==> src/rtl/fifo_reader_if.sv <==
// fifo_reader_if: groups the FIFO read-side pins, the write-accept pulse and the
// downstream valid/ready stream of fifo_reader into one bundle.
// master = the reader controller, slave = its surroundings (FIFO + consumer).
interface fifo_reader_if #(
   parameter int unsigned WIDTH = 8,
   parameter int unsigned DEPTH = 16
);
   localparam int unsigned CW = $clog2(DEPTH + 1);

   logic             wr_seen;
   logic             en_read;
   logic [WIDTH-1:0] fifo_data;
   logic             underflow;
   logic [WIDTH-1:0] m_data;
   logic             m_valid;
   logic             m_ready;
   logic [CW-1:0]    count;
   logic             err;
   logic             err_clr;

   modport master (
      input  wr_seen, fifo_data, underflow, m_ready, err_clr,
      output en_read, m_data, m_valid, count, err
   );

   modport slave (
      output wr_seen, fifo_data, underflow, m_ready, err_clr,
      input  en_read, m_data, m_valid, count, err
   );
endinterface

==> src/rtl/fifo_reader.sv <==
// fifo_reader: read-side controller for the 8-bit synchronous FIFO. Mirrors FIFO
// occupancy from accepted writes, pops only when a word is present and soaks up
// the FIFO's one-cycle read latency in a 2-entry skid buffer feeding a
// valid/ready stream. Any mirror overflow or returned underflow halts reads
// until err_clr.
module fifo_reader #(
   parameter int unsigned WIDTH = 8,
   parameter int unsigned DEPTH = 16
) (
   input logic           clk,
   input logic           reset,
   fifo_reader_if.master bus
);
   localparam int unsigned CW = $clog2(DEPTH + 1);

   typedef enum logic [0:0] {StRun, StHalt} state_e;

   state_e           state_q;
   logic             err_q;
   logic [CW-1:0]    count_q, count_d;
   logic             inflight_q;
   logic [WIDTH-1:0] mem_q [2];
   logic             rd_ptr_q, wr_ptr_q;
   logic [1:0]       buf_cnt_q, buf_cnt_d;

   logic valid;
   logic pop;
   logic push;
   logic en_read;
   logic mirror_ovf;
   logic read_err;

   assign valid = (buf_cnt_q != 2'd0);
   assign pop   = valid && bus.m_ready;
   // A word returned alongside underflow is garbage and never enters the buffer.
   assign push  = inflight_q && !bus.underflow;
   assign read_err = inflight_q && bus.underflow;

   // Words held plus the word in flight, less this cycle's pop, must leave a free slot.
   assign en_read = (state_q == StRun) && (count_q != '0) &&
                    (({1'b0, buf_cnt_q} + {2'b00, inflight_q}) < (3'd2 + {2'b00, pop}));

   assign buf_cnt_d = buf_cnt_q + {1'b0, push} - {1'b0, pop};

   // Mirror occupancy: +1 per accepted write, -1 per pop, saturating at DEPTH.
   always_comb begin
      count_d    = count_q;
      mirror_ovf = 1'b0;
      if (bus.wr_seen && !en_read) begin
         if (count_q == CW'(DEPTH)) begin
            mirror_ovf = 1'b1;
         end else begin
            count_d = count_q + CW'(1);
         end
      end else if (!bus.wr_seen && en_read) begin
         count_d = count_q - CW'(1);
      end
   end

   // Occupancy mirror and read-in-flight tracking.
   always_ff @(posedge clk or negedge reset) begin
      if (!reset) begin
         count_q    <= '0;
         inflight_q <= 1'b0;
      end else begin
         count_q    <= count_d;
         inflight_q <= en_read;
      end
   end

   // Two-entry skid buffer: written at the tail when a read returns, read from the head.
   always_ff @(posedge clk or negedge reset) begin
      if (!reset) begin
         mem_q[0]  <= '0;
         mem_q[1]  <= '0;
         rd_ptr_q  <= 1'b0;
         wr_ptr_q  <= 1'b0;
         buf_cnt_q <= 2'd0;
      end else begin
         if (push) begin
            mem_q[wr_ptr_q] <= bus.fifo_data;
            wr_ptr_q        <= ~wr_ptr_q;
         end
         if (pop) begin
            rd_ptr_q <= ~rd_ptr_q;
         end
         buf_cnt_q <= buf_cnt_d;
      end
   end

   // Run/halt control with registered sticky error; a fresh error beats err_clr.
   always_ff @(posedge clk or negedge reset) begin
      if (!reset) begin
         state_q <= StRun;
         err_q   <= 1'b0;
      end else begin
         unique case (state_q)
            StRun: begin
               if (mirror_ovf || read_err) begin
                  state_q <= StHalt;
                  err_q   <= 1'b1;
               end
            end
            StHalt: begin
               if (bus.err_clr && !(mirror_ovf || read_err)) begin
                  state_q <= StRun;
                  err_q   <= 1'b0;
               end
            end
         endcase
      end
   end

   assign bus.en_read = en_read;
   assign bus.m_valid = valid;
   assign bus.m_data  = mem_q[rd_ptr_q];
   assign bus.count   = count_q;
   assign bus.err     = err_q;
endmodule

==> src/flat_wrapper.sv <==
// flat-port wrapper written by rule: the top's interface ports become plain ports
module fifo_reader_flat 
#(
   parameter int unsigned WIDTH = 8,
   parameter int unsigned DEPTH = 16
)
  (clk, reset, bus_wr_seen, bus_fifo_data, bus_underflow, bus_m_ready, bus_err_clr, bus_en_read, bus_m_data, bus_m_valid, bus_count, bus_err);
  fifo_reader_if #(.WIDTH(WIDTH), .DEPTH(DEPTH)) bus_i ();
  input logic clk;
  input logic reset;
  input wire logic [$bits(bus_i.wr_seen)-1:0] bus_wr_seen;
  input wire logic [$bits(bus_i.fifo_data)-1:0] bus_fifo_data;
  input wire logic [$bits(bus_i.underflow)-1:0] bus_underflow;
  input wire logic [$bits(bus_i.m_ready)-1:0] bus_m_ready;
  input wire logic [$bits(bus_i.err_clr)-1:0] bus_err_clr;
  output wire logic [$bits(bus_i.en_read)-1:0] bus_en_read;
  output wire logic [$bits(bus_i.m_data)-1:0] bus_m_data;
  output wire logic [$bits(bus_i.m_valid)-1:0] bus_m_valid;
  output wire logic [$bits(bus_i.count)-1:0] bus_count;
  output wire logic [$bits(bus_i.err)-1:0] bus_err;
  assign bus_i.wr_seen = bus_wr_seen;
  assign bus_i.fifo_data = bus_fifo_data;
  assign bus_i.underflow = bus_underflow;
  assign bus_i.m_ready = bus_m_ready;
  assign bus_i.err_clr = bus_err_clr;
  assign bus_en_read = bus_i.en_read;
  assign bus_m_data = bus_i.m_data;
  assign bus_m_valid = bus_i.m_valid;
  assign bus_count = bus_i.count;
  assign bus_err = bus_i.err;
  fifo_reader #(.WIDTH(WIDTH), .DEPTH(DEPTH)) u_core (.clk(clk), .reset(reset), .bus(bus_i));
endmodule
==> config.mk <==
export PLATFORM = sky130hd
export DESIGN_NAME = fifo_reader_flat
export DESIGN_NICKNAME = d
export VERILOG_FILES = /design/src/rtl/fifo_reader_if.sv /design/src/rtl/fifo_reader.sv /design/src/flat_wrapper.sv
export SDC_FILE = /design/constraint.sdc
export NUM_CORES = 1
export LEC_CHECK = 0
export CAP_MARGIN = 20
export CORE_UTILIZATION = 35
export CTS_CLUSTER_SIZE = 20
export DETAILED_ROUTE_END_ITERATION = 6
export GPL_ROUTABILITY_DRIVEN = 0
export GPL_TIMING_DRIVEN = 0
export SETUP_SLACK_MARGIN = 0.3
export SYNTH_ARGS = -nofsm -noshare
export SYNTH_HDL_FRONTEND = slang
export SYNTH_SLANG_ARGS = --single-unit
==> constraint.sdc <==
create_clock -name clk -period 2.4 [get_ports clk]
set_input_delay 0.36 -clock clk [delete_from_list [all_inputs] [get_ports clk]]
set_output_delay 0.36 -clock clk [all_outputs]
set_load 0.03 [all_outputs]
==> reports/metrics.csv, run 1 <==
stage,metric,value,unit
grt,largest net degree at the start of global routing,19,
floorplanning,Initial Util,0.3635,
worst_setup_path,"Max FO, Critical Path",4,
floorplanning,row cnt,23,
floorplanning,DIE AREA,4416,µm²
floorplanning,Die X,66.45,µm
place,pre-CTS WS,-0.3128,ns
floorplanning,total core area,4000,µm²
grt,vias in the first global route,1131,
synthesis,Synth warnings,0,
routing,vias per cell,5.024,
synthesis,synthesized area,1454,µm²
layout,layout cells sized above 1,0.3500,
synthesis,count of flip-flops with a built-in enable after synthesis,0,
synthesis,Synth area leader,dfrtp_1,
layout,Area Growth Syn to Fin,40.36,%
synthesis,most frequent cells after synthesis,"dfrtp_1 (28), mux2_2 (17), mux2_1 (8), ha_1 (7)",
layout,final design utilization,0.5102,
clock_tree,Longest Clk Path Bufs,2,
clock_tree,"CTS clk-pin slew, worst paths",0.09,ns
clock_tree,TritonCTS clock tree,yes,
worst_setup_path,crit path kind,flop to flop,
clock_tree,clock tree sinks,28,
synthesis,top-count cell post-synth,dfrtp_1,
synthesis,top_reg_cell synth,dfrtp_1,
synthesis,sequential area share after synthesis,0.4819,
synthesis,Post-Synthesis Cells,119,
job,Max-Cap Viols,0,
clock_tree,CTS buffer count,3,
worst_setup_path,CP required,2.61,ns
timing,Peak Freq,439.6,MHz
routing,ANT nets after route,0,
clock_tree,Root Buffer Master,clkbuf_8,
worst_setup_path,Worst EP arrival,2.49,ns
synthesis,average size of a mapped cell,12.22,µm²
synthesis,async set-reset flop share out of synthesis,1.000,
timing,setup tns final,0,ns
worst_setup_path,startpoint types,flop,
routing,DRC,0,
grt,initial antenna violation count,0,
timing,fin. max-slew vios,0,
routing,drt pass-1 iters,4,
worst_setup_path,Worst setup EP type,flop,
status,outcome,finished clean,
grt,GRT Resource Usage Total,0.1585,
clock_tree,htree depth,1,
routing,vias post-DR,1055,
timing,headroom to the max-slew limit,0.4570,
floorplanning,io pins,30,
layout,Final nets,183,
place,Port Buf Inserts,28,
layout,# diodes,0,
timing,Worst Tran Pin Value,0.8120,ns
timing,Final Hold Viols,0,
grt,first-pass GRT wire length,5.216,mm
timing,setup violators final,0,
synthesis,Seq cells post-synth,28,
grt,gr ovfl total,0,
clock_tree,Worst-Skew Late Latency,0.27,ns
synthesis,unique cell type count in the Yosys netlist,31,
timing,crit share post-route,0.9478,
synthesis,cells taking the most area after synthesis,"dfrtp_1 (48%), mux2_2 (13%), mux2_1 (6.2%)",
place,dpl hpwl,2.135,mm
timing,final setup margin,0.1254,ns
synthesis,Post-Syn Nets,141,
timing,Hold Slack,0.4944,ns
worst_hold_path,Hold Path Class,flop to flop,
timing,clk_skew,0.002169,ns
timing,min cycle time layout,2.275,ns
routing,First DRT Iteration DRCs,22,
timing,RSZ-0062 raised after global routing,yes,
floorplanning,Die Span Y,66.45,µm
routing,final WL,2.975,mm
synthesis,Synth top area share,0.4819,
routing,Routed wire per std cell,14.17,µm
-- final timing paths --
check	from	endpoint	slack, ns	cells after the start
setup / recovery	u_core.buf_cnt_q[0]	u_core.bus.count[4]	0.13	11
hold / removal	u_core.wr_ptr_q	u_core.wr_ptr_q	0.49	1
setup reg to reg	u_core.buf_cnt_q[0]	u_core.bus.count[4]	0.13	11
hold reg to reg	u_core.wr_ptr_q	u_core.wr_ptr_q	0.49	1
max in group asynchronous	reset	u_core.bus.count[3]	1.30	1
min in group asynchronous	reset	u_core.mem_q[5]	0.55	1
-- registers in the layout, summed over array words and instances (netlist names) --
name               count
u_core.state_q         1
u_core.mem_q          16
u_core.buf_cnt_q       2
u_core.wr_ptr_q        1
u_core.bus.err         1
u_core.rd_ptr_q        1
u_core.bus.count       5
u_core.inflight_q      1
-- final cells by class --
cell class                      instances  area, µm²
Clock inverter                          1      30.03
Tap cell                               50      62.56
Buffer                                  3      13.76
Multi-Input combinational cell         82      825.8
Fill cell                             351       1959
Inverter                                6      22.52
Timing Repair Buffer                   37      340.3
Clock buffer                            3      41.29
Sequential cell                        28      704.4
-- worst max-delay path: stages, from the launching register on --
cell and delay [ns]:
dfrtp_1 0.40, ha_2 0.20, ha_4 0.22, o21ai_4 0.07, nand2_2 0.09, o21ai_4 0.25, ha_4 0.27, a21oi_4 0.13
nand2_2 0.07, a21boi_1 0.13, a221o_1 0.31, nand3_1 0.07
-- repair_timing --
action,CTS,global route
hold buffers,0,0
buffers inserted,7,1
gates resized for setup,16,3
pin swaps,10,7
hold endpoints to repair,0,0
setup endpoints to repair,13,5
-- per-layer routing --
| metal | vias up | GRT usage | share of wire | wire, µm |
|---|---|---|---|---|
| met5 | - | 0 | 0 | 0 |
| met4 | 0 | 0.05585 | 0.0057 | 17 |
| met3 | 2 | 0.02568 | 0.037 | 109 |
| met2 | 27 | 0.2844 | 0.52 | 1558 |
| met1 | 523 | 0.1896 | 0.43 | 1291 |
| li1 | 503 | - | - | - |
-- through the flow --
step	std cells	instance area, µm²
after detailed placement	198	1871
after CTS	209	2029
final	210	2041
after floorplan	119	1513
after global routing	210	2041
after global placement	197	1856
-- cell usage in the layout, fill, tap and decap left out, types with 2 or more instances in the layout --
cell	count
xnor2_1	5
ha_4	4
a22o_1	3
inv_1	6
mux2_1	8
nor2b_1	2
clkbuf_8	3
xor2_1	2
nand2_2	3
clkdlybuf4s50_1	19
a21oi_1	4
mux2_2	17
nor2_1	4
ha_1	2
nand3_1	3
nand2_1	2
dfrtp_1	25
clkbuf_2	2
o21ai_4	2
buf_4	8
dfrtp_2	3
dlygate4sd2_1	8
-- cell families after synthesis --
| group | after synthesis | synth area share |
|---|---|---|
| flip-flops | 28 | 0.4819 |
| multiplexers | 25 | 0.1936 |
| buffers and inverters | 9 | 0.02409 |
| adder cells (fa/ha/maj) | 8 | 0.07401 |
| AND/OR/NAND/NOR | 22 | 0.08692 |
| XOR/XNOR | 7 | 0.04217 |
| AO/OA/AOI/OAI | 20 | 0.09726 |
Power of run 1 is not shown: default switching activity piles up to over one toggle a cycle in this logic, so the estimate is an artifact.
==> run 2, diff against run 1 <==
--- a/config.mk
+++ b/config.mk
@@ -6,6 +6,7 @@
 export NUM_CORES = 1
 export LEC_CHECK = 0
 export CAP_MARGIN = 20
+export CORE_MARGIN = 3
 export CORE_UTILIZATION = 35
 export CTS_CLUSTER_SIZE = 20
 export DETAILED_ROUTE_END_ITERATION = 6
==> run 2 against run 1 <==
Final area is 0.25% higher. Die area grew 12%. Non-clock buffer count unchanged. Routed wire length rose by 1.7%.
==> reports/metrics.csv, run 2 (synthesis results as in run 1) <==
stage,metric,value,unit,change
worst_setup_path,Worst setup EP type,flop,,
grt,vias in the first global route,1114,,-1.5%
worst_setup_path,Worst EP arrival,2.44,ns,-0.05 ns
job,Max-Cap Viols,0,,unchanged
clock_tree,Root Buffer Master,clkbuf_8,,
clock_tree,hold_buf cts,0,,unchanged
layout,Area Growth Syn to Fin,40.71,%,
worst_hold_path,Hold Path Class,input port to async pin,,
timing,fin. max-slew vios,0,,unchanged
layout,layout cells sized above 1,0.3500,,unchanged
layout,"most common cell after layout, fill and taps aside",dfrtp_1,,
floorplanning,io pins,30,,unchanged
grt,GR Util met1,0.1704,,-0.01918
clock_tree,clock tree sinks,28,,unchanged
routing,vias per cell,5.202,,+3.5%
timing,Worst Tran Pin Value,0.6667,ns,-0.1452 ns
routing,First DRT Iteration DRCs,47,,+110%
layout,max FFs per register,16,,unchanged
worst_setup_path,worst reg2reg path endpoint,u_core.bus.count[3],,
routing,DRC,0,,unchanged
layout,Final nets,183,,unchanged
worst_setup_path,r2r worst-path depth,11,,unchanged
place,dpl hpwl,2.130,mm,-0.22%
worst_setup_path,CP required,2.57,ns,-0.04 ns
routing,Routed wire per std cell,14.54,µm,+2.7%
clock_tree,Longest Clk Path Bufs,2,,unchanged
timing,setup violators final,0,,unchanged
timing,crit share post-route,0.9441,,-0.003647
place,Port Buf Inserts,28,,unchanged
clock_tree,htree depth,1,,unchanged
status,outcome,finished clean,,
timing,setup tns final,0,ns,unchanged
routing,vias post-DR,1082,,+2.6%
worst_setup_path,startpoint types,flop,,
worst_setup_path,"Max FO, Critical Path",4,,unchanged
grt,global routing's busiest layer,met2,,
floorplanning,DIE AREA,4963,µm²,+12%
routing,ANT nets after route,0,,unchanged
floorplanning,total core area,3826,µm²,-4.3%
worst_setup_path,Critical Path Start,u_core.inflight_q,,
routing,final WL,3.025,mm,+1.7%
timing,headroom to the max-slew limit,0.5541,,+0.09711
grt,GRT Resource Usage Total,0.1266,,-0.03187
worst_setup_path,RR Startpoint,u_core.inflight_q,,
grt,met3 usage,0.01583,,-0.009858
clock_tree,TritonCTS clock tree,yes,,
timing,Final Hold Viols,0,,unchanged
layout,"commonest non-fill, non-tap cells in the layout","dfrtp_1 (25), clkdlybuf4s50_1 (19), mux2_2 (17)",,
timing,min cycle time layout,2.266,ns,-0.008752 ns
timing,Peak Freq,441.3,MHz,+0.39%
timing,clk_skew,0.003096,ns,+0.0009269 ns
worst_setup_path,R2R Setup Slk,0.13,ns,about the same
floorplanning,Initial Util,0.3800,,+0.01652
floorplanning,row cnt,22,,-4.3%
layout,final design utilization,0.5347,,+0.02450
grt,largest net degree at the start of global routing,17,,-2
floorplanning,Die X,70.45,µm,+6.0%
layout,# diodes,0,,unchanged
grt,met2 Usage GRT,0.2079,,-0.07654
layout,Biggest register,u_core.mem_q,,
clock_tree,"CTS clk-pin slew, worst paths",0.09,ns,about the same
clock_tree,Worst-Skew Late Latency,0.27,ns,about the same
grt,initial antenna violation count,0,,unchanged
timing,RSZ-0062 raised after global routing,yes,,
floorplanning,Die Span Y,70.45,µm,+6.0%
worst_setup_path,Worst Setup EP,u_core.bus.count[3],,
worst_setup_path,crit path kind,flop to flop,,
routing,drt pass-1 iters,4,,unchanged
clock_tree,CTS buffer count,3,,unchanged
grt,first-pass GRT wire length,5.140,mm,-1.5%
grt,gr ovfl total,0,,unchanged
-- run 2: per-stage QoR --
stage / hold slack (ns) / worst slack (ns) / instance area [µm²] / instances
floorplan: 0.06441 / 0.1204 / 1513 / 119
global placement: 0.4630 / -0.1870 / 1853 / 195
detailed placement: 0.4734 / -0.2606 / 1881 / 196
CTS: 0.4950 / 0.1098 / 2012 / 205
global route: 0.5166 / 0.01333 / 2046 / 208
finish: 0.4826 / 0.1341 / 2046 / 208
-- run 2: critical path, stage by stage (launching register included) --
cell     delay [ns]
dfrtp_1        0.41
ha_2           0.19
ha_4           0.22
o21ai_4        0.07
nand2_2        0.09
o21ai_4        0.24
buf_4          0.18
ha_4           0.19
a21o_1         0.18
a21oi_2        0.13
xnor2_1        0.08
a22o_1         0.17
-- run 2: layout make-up --
class | count | area (µm²)
timing repair buffer | 37 | 355.3
inverter | 6 | 22.52
multi-input combinational | 82 | 818.3
fill | 326 | 1780
sequential | 28 | 704.4
tap | 48 | 60.06
buffer | 3 | 13.76
clock inverter | 1 | 30.03
clock buffer | 3 | 41.29
-- run 2: timing repair --
action                     4_1_cts  5_1_grt
gates resized for setup         15        6
gates cloned                     0        0
setup endpoints to repair       13        5
setup buffers                    5        3
pin swaps                        9       10
-- run 2: worst min path at each step --
stage,from,to,slack [ns]
floorplan,reset,u_core.buf_cnt_q[0],0.06
global placement,u_core.mem_q[11],u_core.mem_q[11],0.46
detailed placement,u_core.mem_q[11],u_core.mem_q[11],0.47
CTS,reset,u_core.mem_q[0],0.50
global route,u_core.mem_q[11],u_core.mem_q[11],0.52
finish,reset,u_core.mem_q[0],0.48
-- run 2: metal layers --
layer,part of all wire,up-vias
li1,-,511
met1,0.44,538
met2,0.50,29
met3,0.045,4
met4,0.014,0
met5,0,-
Power of run 2 is left out for the same reason.
